`src/rtl/csa_pipe_addsub.sv`:
```
// csa_pipe_addsub: two-stage pipelined carry-select adder/subtractor with valid/ready on both sides.
// Optional SATURATE_EN clamps the result to the signed limits on overflow.
module csa_pipe_addsub #(
    parameter int WIDTH = 16,
    parameter int BLOCK = 4
) (
    input  logic             clk,
    input  logic             rst_n,
    input  logic             in_valid,
    output logic             in_ready,
    input  logic [WIDTH-1:0] a,
    input  logic [WIDTH-1:0] b,
    input  logic             cin,
    input  logic             sub,
    output logic             out_valid,
    input  logic             out_ready,
    output logic [WIDTH-1:0] sum,
    output logic             cout,
    output logic             ovf,
    output logic             zero
);
    localparam int N = WIDTH / BLOCK;
    logic [WIDTH-1:0] w_b_eff, w_s0, w_s1, w_sum, w_res;
    logic [N-1:0]     w_co0, w_co1;
    logic             w_c_eff, w_carry, w_ovf, w_adv, w_acc;
    logic [WIDTH-1:0] r_s0, r_s1, r_sum;
    logic [N-1:0]     r_co0, r_co1;
    logic             r_c_eff, r_a_msb, r_b_msb, r_s1_valid, r_s2_valid, r_cout, r_ovf, r_zero;
    assign w_b_eff  = b ^ {WIDTH{sub}};
    assign w_c_eff  = sub | cin;
    assign w_adv    = r_s1_valid && (!r_s2_valid || out_ready);
    assign in_ready = !r_s1_valid || w_adv;
    assign w_acc    = in_valid && in_ready;
    // Each block speculatively computes both carry-in outcomes in stage 1.
    for (genvar k = 0; k < N; k++) begin : g_blk
        assign {w_co0[k], w_s0[k*BLOCK +: BLOCK]} =
            {1'b0, a[k*BLOCK +: BLOCK]} + {1'b0, w_b_eff[k*BLOCK +: BLOCK]};
        assign {w_co1[k], w_s1[k*BLOCK +: BLOCK]} =
            {1'b0, a[k*BLOCK +: BLOCK]} + {1'b0, w_b_eff[k*BLOCK +: BLOCK]} + (BLOCK+1)'(1);
    end
    always_comb begin
        w_sum   = '0;
        w_carry = r_c_eff;
        for (int k = 0; k < N; k++) begin
            w_sum[k*BLOCK +: BLOCK] = w_carry ? r_s1[k*BLOCK +: BLOCK] : r_s0[k*BLOCK +: BLOCK];
            w_carry = w_carry ? r_co1[k] : r_co0[k];
        end
    end
    assign w_ovf = (r_a_msb == r_b_msb) && (w_sum[WIDTH-1] != r_a_msb);
`ifdef SATURATE_EN
    assign w_res = w_ovf ? {r_a_msb, {(WIDTH-1){!r_a_msb}}} : w_sum;
`else
    assign w_res = w_sum;
`endif
    always_ff @(posedge clk or negedge rst_n) begin
        if (!rst_n) begin
            r_s1_valid <= 1'b0;
            r_s0       <= '0;
            r_s1       <= '0;
            r_co0      <= '0;
            r_co1      <= '0;
            r_c_eff    <= 1'b0;
            r_a_msb    <= 1'b0;
            r_b_msb    <= 1'b0;
        end else if (w_acc) begin
            r_s1_valid <= 1'b1;
            r_s0       <= w_s0;
            r_s1       <= w_s1;
            r_co0      <= w_co0;
            r_co1      <= w_co1;
            r_c_eff    <= w_c_eff;
            r_a_msb    <= a[WIDTH-1];
            r_b_msb    <= w_b_eff[WIDTH-1];
        end else if (w_adv) begin
            r_s1_valid <= 1'b0;
        end
    end
    always_ff @(posedge clk or negedge rst_n) begin
        if (!rst_n) begin
            r_s2_valid <= 1'b0;
            r_sum      <= '0;
            r_cout     <= 1'b0;
            r_ovf      <= 1'b0;
            r_zero     <= 1'b0;
        end else if (w_adv) begin
            r_s2_valid <= 1'b1;
            r_sum      <= w_res;
            r_cout     <= w_carry;
            r_ovf      <= w_ovf;
            r_zero     <= (w_res == '0);
        end else if (r_s2_valid && out_ready) begin
            r_s2_valid <= 1'b0;
        end
    end
    assign out_valid = r_s2_valid;
    assign sum       = r_sum;
    assign cout      = r_cout;
    assign ovf       = r_ovf;
    assign zero      = r_zero;
endmodule
```
`config.mk`:
```
export PLATFORM = sky130hd
export DESIGN_NAME = csa_pipe_addsub
export DESIGN_NICKNAME = d
export VERILOG_FILES = /design/src/rtl/csa_pipe_addsub.sv
export SDC_FILE = /design/constraint.sdc
export NUM_CORES = 1
export LEC_CHECK = 0
export CAP_MARGIN = 20
export CELL_PAD_IN_SITES_DETAIL_PLACEMENT = 0
export CELL_PAD_IN_SITES_GLOBAL_PLACEMENT = 1
export CORE_MARGIN = 2
export CORE_UTILIZATION = 25
export CTS_CLUSTER_DIAMETER = 40
export CTS_CLUSTER_SIZE = 40
export DETAILED_ROUTE_END_ITERATION = 10
export GPL_ROUTABILITY_DRIVEN = 0
export PLACE_DENSITY_LB_ADDON = 0.1
export SLEW_MARGIN = 15
export SYNTH_ARGS = -nofsm -noshare
export SYNTH_HDL_FRONTEND = slang
export SYNTH_SLANG_ARGS = --single-unit
```
`constraint.sdc`:
```
create_clock -name clk -period 6.13 [get_ports clk]
set_input_delay 1.5325 -clock clk [delete_from_list [all_inputs] [get_ports clk]]
set_output_delay 1.5325 -clock clk [all_outputs]
set_load 0.02 [all_outputs]
```
Yosys cells after proc, flatten, opt, wreduce, memory -nomap -nowiden --
Index checks and enable logic that the tools add are counted.
Operators by class: $add $sub $neg 8, equality and inequality tests 2, muxes and demuxes 12, bitwise logic cells 2, reductions and logical operators 11
Operator list (count):
- adder 4 x 4 -> 5 bit | 4
- adder 5 x 1 -> 5 bit (second input constant) | 4
- logical NOT 16 bit | 1
- 2-to-1 mux 4 bit | 4
- bitwise XOR 16 bit | 1
- 2-to-1 mux 1 bit | 8
- logical AND 1 bit | 4
- nonzero test 2 bit | 2
- logical NOT 1 bit | 2
- logical OR 1 bit | 2
- == test 1 bit | 1
- inequality test 1 bit | 1
- bitwise OR 1 bit | 1
Word-level totals: register bits after elaboration 64, input bits 38, output and inout bits 21, word-level logic and storage cells 48

Longest topological paths before layout --
Gate-level depths: netlist of run 1.
depth after elaboration 6, mapped depth 13, gate-level depth less buffers 11

Least setup slack after synthesis of run 1 --
Ideal clock, no wire load.
path type input port to flip-flop, from input port sub, to register r_co1[2], library setup time 0.133 ns, data arrival time 4.027 ns, required time 5.997 ns, setup slack 1.969 ns, stages on the path 13, path buffers 2, cell sequence clkbuf_1 > clkbuf_1 > xor2_1 > ha_1 > inv_1 > fa_1 > inv_1 > ha_1 > nand4_1 > mux2i_1 > a31oi_1 > xor2_1 > o21ai_0
On the way: cells in the longest elaborated chain, start to end 3
RTL lines:
- start, declared | line 14 | input logic sub,
- bitwise XOR 16 bit | line 29 | assign w_b_eff = b ^ {WIDTH{sub}};
- adder 4 x 4 -> 5 bit
- named net w_s0[9] | line 23 | logic [WIDTH-1:0] w_b_eff, w_s0, w_s1, w_sum, w_res;
- adder 5 x 1 -> 5 bit | line 39 | {1'b0, a[k*BLOCK +: BLOCK]} + {1'b0, w_b_eff[k*BLOCK +: BLOCK]} + (BLOCK+1)'(1);
- end signal, assigned | line 70 | r_co1 <= w_co1;
- end, declared | line 27 | logic [N-1:0] r_co0, r_co1;
The timed path passes the listed nets, and every way through them passes these cells. A chain may end at the register's enable or synchronous reset.

Worst setup path in the final report of run 1 --
from input port out_ready, to output port in_ready
On the way: cells in the longest elaborated chain, start to end 3
RTL lines:
- start, declared | line 16 | input logic out_ready,
- logical OR 1 bit | line 31 | assign w_adv = r_s1_valid && (!r_s2_valid || out_ready);
- logical AND 1 bit | line 31
- logical OR 1 bit | line 32 | assign in_ready = !r_s1_valid || w_adv;
- end, declared | line 10 | output logic in_ready,
No other way between the ends.

==> results of run 1 <==
synthesized netlist by cell type:
master	count	area, um^2
dfrtp_1	64	1600
nand2_1	51	191
o21ai_0	42	210
xor2_1	26	228
mux2i_1	22	220
ha_1	20	250
mux2_2	18	203
clkbuf_1	11	41.3
nor2_1	11	41.3
a21oi_1	10	50.1
inv_1	8	30.0
xnor2_1	8	70.1
a21o_1	6	45.0
nand3_1	6	30.0
nor3_1	6	30.0
nand2b_1	5	31.3
fa_1	4	80.1
nor2b_1	4	25.0
nor4_1	4	25.0
nand3b_1	3	22.5
o211ai_1	3	22.5
o31ai_1	3	22.5
a211oi_1	2	15.0
a31oi_1	2	12.5
buf_1	2	7.51
mux2i_4	2	45.0
nand4_1	2	12.5
nand4b_1	2	17.5
o21a_1	2	15.0
a221o_1	1	10.0
a22oi_1	1	7.51
buf_12	1	20.0
buf_6	1	11.3
mux2_4	1	15.0
o31a_1	1	8.76
o41ai_1	1	8.76
power by group:
group          internal, mW  switching [mW]  total (mW)
registers             0.556           0.107       0.663
clock network         0.292           0.177       0.469
logic                 0.295           0.294       0.589
routing by layer:
metal | up-vias | global-route usage (%) | wire length [um]
li1 | 1367 | - | -
met4 | 0 | 3.99 | 88
met2 | 54 | 16.8 | 3500
met1 | 1206 | 14.8 | 4120
met5 | - | 0 | 0
met3 | 8 | 2.70 | 318
cells by family after synthesis:
logic type                 after synthesis  share of synthesized area, %
and+or+nand+nor                         94                          11.6
AOI/OAI and AO/OA                       74                          11.6
DFF                                     64                          43.6
muxes                                   43                          13.1
xor gates and xnor gates                34                          8.10
adders and majority gates               24                          8.98
buffers and inverters                   23                          2.99
critical path, cell delays in order:
cell and delay, ns:
clkdlybuf4s50_1 0.46, nand3b_1 0.16, clkdlybuf4s50_1 0.62
flip-flops by register name (all words and copies together) (netlist names):
signal      flops
zero            1
r_s0           16
r_a_msb         1
cout            1
out_valid       1
ovf             1
r_s1           16
r_co0           4
r_b_msb         1
sum            16
r_c_eff         1
r_co1           4
r_s1_valid      1
final cells by class:
class | count | area share (%)
well taps | 184 | 4.89
multi-input cells | 269 | 41.8
inverters | 8 | 0.638
repair buffers | 62 | 12.9
clock inverters | 3 | 0.372
clock buffers | 12 | 5.45
flip-flops and latches | 64 | 34.0
final timing paths:
path                                 end  slack [ns]  depth (start not counted)
worst min register to register   sum[10]        0.47                          2
worst max-delay path            in_ready        1.82                          3
min in group asynchronous        sum[12]        1.41                          2
worst max register to register      zero        3.67                          5
max in group asynchronous        r_s0[4]        4.16                          2
worst min-delay path             sum[10]        0.47                          2
stage by stage:
| stage | power, mW | area, um^2 |
|---|---|---|
| global route | 1.86 | 4710 |
| floorplan | 1.04 | 3680 |
| finish | 1.72 | 4710 |
| global placement | 1.27 | 4440 |
| CTS | 1.76 | 4710 |
| detailed placement | 1.28 | 4440 |
==> flow_summary.toml, run 1 <==
[run_status]
outcome = "completed"

[pwr]
power_density_mw_per_mm2 = 365
p_leak_nw = 2.06
ir_drop_mv = 0.129

[logic_synthesis]
ys_seq_area_share_pct = 43.6
synthCells = 356
ys_types = 36
netlist_area_mm2 = 0.00368
yosysWarnings = 0
synth_fp_nets = 418
ys_ff_latch = 64
avgSynthCellArea_um2 = 10.3

[floorplan]
die_area_mm2 = 0.0157
core-area_mm2 = 0.0145
die_x_um = 125
start_util_pct = 25.4
die_h_um = 125
io_pins = 59
rows = 44

[clock_network]
insertion_delay_ns = 0.32
ctsHoldBuffers = 0
cts_buffer_depth = 2
cts_resized = 0
cts_buffers = 9
cts_sinks = 64
clockRootBuffer = "clkbuf_16"
postCtsSetupBuffers = 0
clkTransAtPathRegs_ns = 0.05
cts_tree = "done"
htree_levels = 3

[cells_and_area]
nFillCells = 1485
final_common_cell = "dfrtp_1"
drive_gt1_share_pct = 9.81
multi_input_area_mm2 = 0.00197
regArea_mm2 = 0.00160
finalNetCount = 476
utilization_pct = 32.5
syn_to_final_growth_pct = 28.1
instances_no_fill = 602
most-common-layout-cells = "dfrtp_1, clkdlybuf4s50_1, nand2_1"
antennaDiodeCount = 0

[timing]
rsz0062_at_grt = "false"
slew_headroom_pct = 42.6
fin_crit_sh_pct = 70.2
fin_skew_ns = 0.00393
fmax_mhz = 232
setup_viol = 0
period_needed_ns = 4.31
tightestPinTransition_ns = 0.861
final_max_slew_viol_count = 0
setup_tns_ns = 0
worst_hold_slack_ns = 0.474
final_hold_viol_count = 0
fin_ws_ns = 1.82

[detailed_routing]
drt-initial-drc-count = 134
drt_pass1_iterations = 4
wirelength_um = 8030
drt-wirelength-per-cell_um = 13.3
drc = 0
viasPerCell = 4.38
drtAntennaViolNets = 0
via_count = 2635

[worst_setup_path]
startpoint = "out_ready"
endpoint_kind = "primary output"
startpoint_type = "input port"
required_ns = 4.60
crit_arrival_ns = 2.77
rr_startpoint = "r_c_eff"
path_class = "in2out"
path_max_fanout = 3

[place]
placedCellCount = 587
place_ws_ns = 1.80
detailed_place_hpwl_um = 5830
port_buffers = 58

[min_path]
min_from = "sum[10]"
hp-class = "reg2reg"

[global_routing]
grt_pass1_wl_um = 13600
antenna_found_initial = 0
grt_pass1_vias = 2648
overflow = 0
grt_max_degree = 69
track_usage_pct = 10.9

[run]
maxCapViolCount = 0
Power figures use the tool's default switching activity.
==> run 2, diff against run 1 <==
Clock period 6.13 ns to 3.5 ns, I/O delays scaled along.
==> flow_summary.toml, run 2 (same netlist as run 1, synthesis figures left out) <==
[global_routing]
grt_pass1_vias = 2753
antenna_found_initial = 0
grt_max_degree = 69
grt_pass1_wl_um = 14000
track_usage_pct = 11.3
overflow = 0

[clock_network]
cts_resized = 0
cts_buffers = 9
clkTransAtPathRegs_ns = 0.05
insertion_delay_ns = 0.33
ctsHoldBuffers = 0
postCtsSetupBuffers = 0
cts_tree = "done"
clockRootBuffer = "clkbuf_16"
cts_buffer_depth = 2
cts_sinks = 64
htree_levels = 3

[timing]
final_hold_viol_count = 0
setup_tns_ns = 0
tightestPinTransition_ns = 0.666
final_max_slew_viol_count = 0
fin_crit_sh_pct = 87.9
fmax_mhz = 325
slew_headroom_pct = 55.6
setup_viol = 0
period_needed_ns = 3.08
fin_skew_ns = 0.00740
rsz0062_at_grt = "false"

[worst_setup_path]
endpoint = "r_co1[2]"
endpoint_kind = "flip-flop"
path_max_fanout = 6
cp_num_cells = 13
rr_startpoint = "r_c_eff"
startpoint = "sub"
regToRegEndpoint = "zero"
path_delay_family = "adder cells"
rr_worst_depth = 5
rrSetupSlack_ns = 1.05
path_class = "in2reg"
cp_cell_sequence = "clkdlybuf4s50_1 -> buf_4 -> xor2_1 -> ha_1 -> inv_1 -> fa_1 -> inv_1 -> ha_1 -> nand4_1 -> mux2i_1 -> a31oi_1 -> xor2_1 -> o21ai_0"
slowest_stage = "fa_1"
required_ns = 3.69
critPathBufInv = 4
slowest_delay_ns = 0.49
crit_arrival_ns = 3.27
startpoint_type = "input port"

[pwr]
power.total_mw = 3.08
ir_drop_mv = 0.219
power_density_mw_per_mm2 = 639
p_leak_nw = 2.13

[cells_and_area]
syn_to_final_growth_pct = 31.1
most-common-layout-cells = "dfrtp_1, clkdlybuf4s50_1, nand2_1"
finalNetCount = 486
utilization_pct = 33.3
final_common_cell = "dfrtp_1"
antennaDiodeCount = 0
drive_gt1_share_pct = 12.1
nFillCells = 1498

[floorplan]
die_x_um = 125
die_h_um = 125
io_pins = 59
start_util_pct = 25.4
core-area_mm2 = 0.0145
rows = 44
die_area_mm2 = 0.0157

[detailed_routing]
drt_pass1_iterations = 4
drt-wirelength-per-cell_um = 13.7
drt-initial-drc-count = 92
viasPerCell = 4.41
via_count = 2705
wirelength_um = 8370
drc = 0
drtAntennaViolNets = 0

[place]
detailed_place_hpwl_um = 6330
port_buffers = 58

[run]
maxCapViolCount = 0

[run_status]
outcome = "completed"

[min_path]
hp-class = "reg2reg"
==> run 2: changes by cell type in the layout (fill, tap and decap cells not counted) <==
cell,change
buf_12,+2
buf_4,+8
clkbuf_8,+1
clkinv_2,+1
clkinvlp_4,-1
==> run 2: how the worst min path moves through the flow <==
stage          slack (ns)        to  cells after the start      from
2_1_floorplan        0.45  r_co1[3]                      2  r_co1[3]
3_3_place_gp         0.47    sum[3]                      2    sum[3]
6_report             0.48      cout                      2      cout
5_1_grt              0.51   sum[14]                      2   sum[14]
3_5_place_dp         0.48   sum[13]                      2   sum[13]
4_1_cts              0.49  r_co1[3]                      2  r_co1[3]
==> run 2: worst reg2reg max path, cell delays in order (launching register included) <==
cell	delay [ns]
dfrtp_1	0.59
mux2_4	0.42
mux2i_4	0.38
mux2i_4	0.48
mux2i_1	0.34
o31ai_1	0.12
==> run 2: final cells by class <==
cell class / count / area, um^2 / area share (%)
Clock buffer: 13 / 270 / 5.61
Inverter: 8 / 30.0 / 0.623
Tap cell: 184 / 230 / 4.78
Multi-Input combinational cell: 269 / 1970 / 40.8
Clock inverter: 3 / 15.0 / 0.311
Timing Repair Buffer: 72 / 706 / 14.6
Sequential cell: 64 / 1600 / 33.2
==> run 2: stage by stage <==
stage | setup WS, ns | std cells | area (um^2) | hold WS, ns
CTS | 0.399 | 613 | 4820 | 0.486
floorplan | 0.154 | 356 | 3680 | 0.449
finish | 0.423 | 613 | 4820 | 0.478
global route | 0.216 | 613 | 4820 | 0.507
global placement | 0.119 | 597 | 4540 | 0.466
detailed placement | 0.0500 | 597 | 4540 | 0.475
==> run 2: power breakdown <==
part	internal, mW	switching [mW]	total (mW)
registers	0.973	0.194	1.17
clock network	0.534	0.320	0.853
logic	0.541	0.519	1.06
==> run 2: per-layer routing <==
layer | up-vias | global-route usage, % | wire, um | share of wire (%)
met5 | - | 0 | 0 | 0
met4 | 0 | 3.33 | 99 | 1.2
met3 | 6 | 2.95 | 268 | 3.2
met2 | 42 | 17.5 | 3770 | 45
met1 | 1272 | 15.5 | 4230 | 51
li1 | 1385 | - | - | -
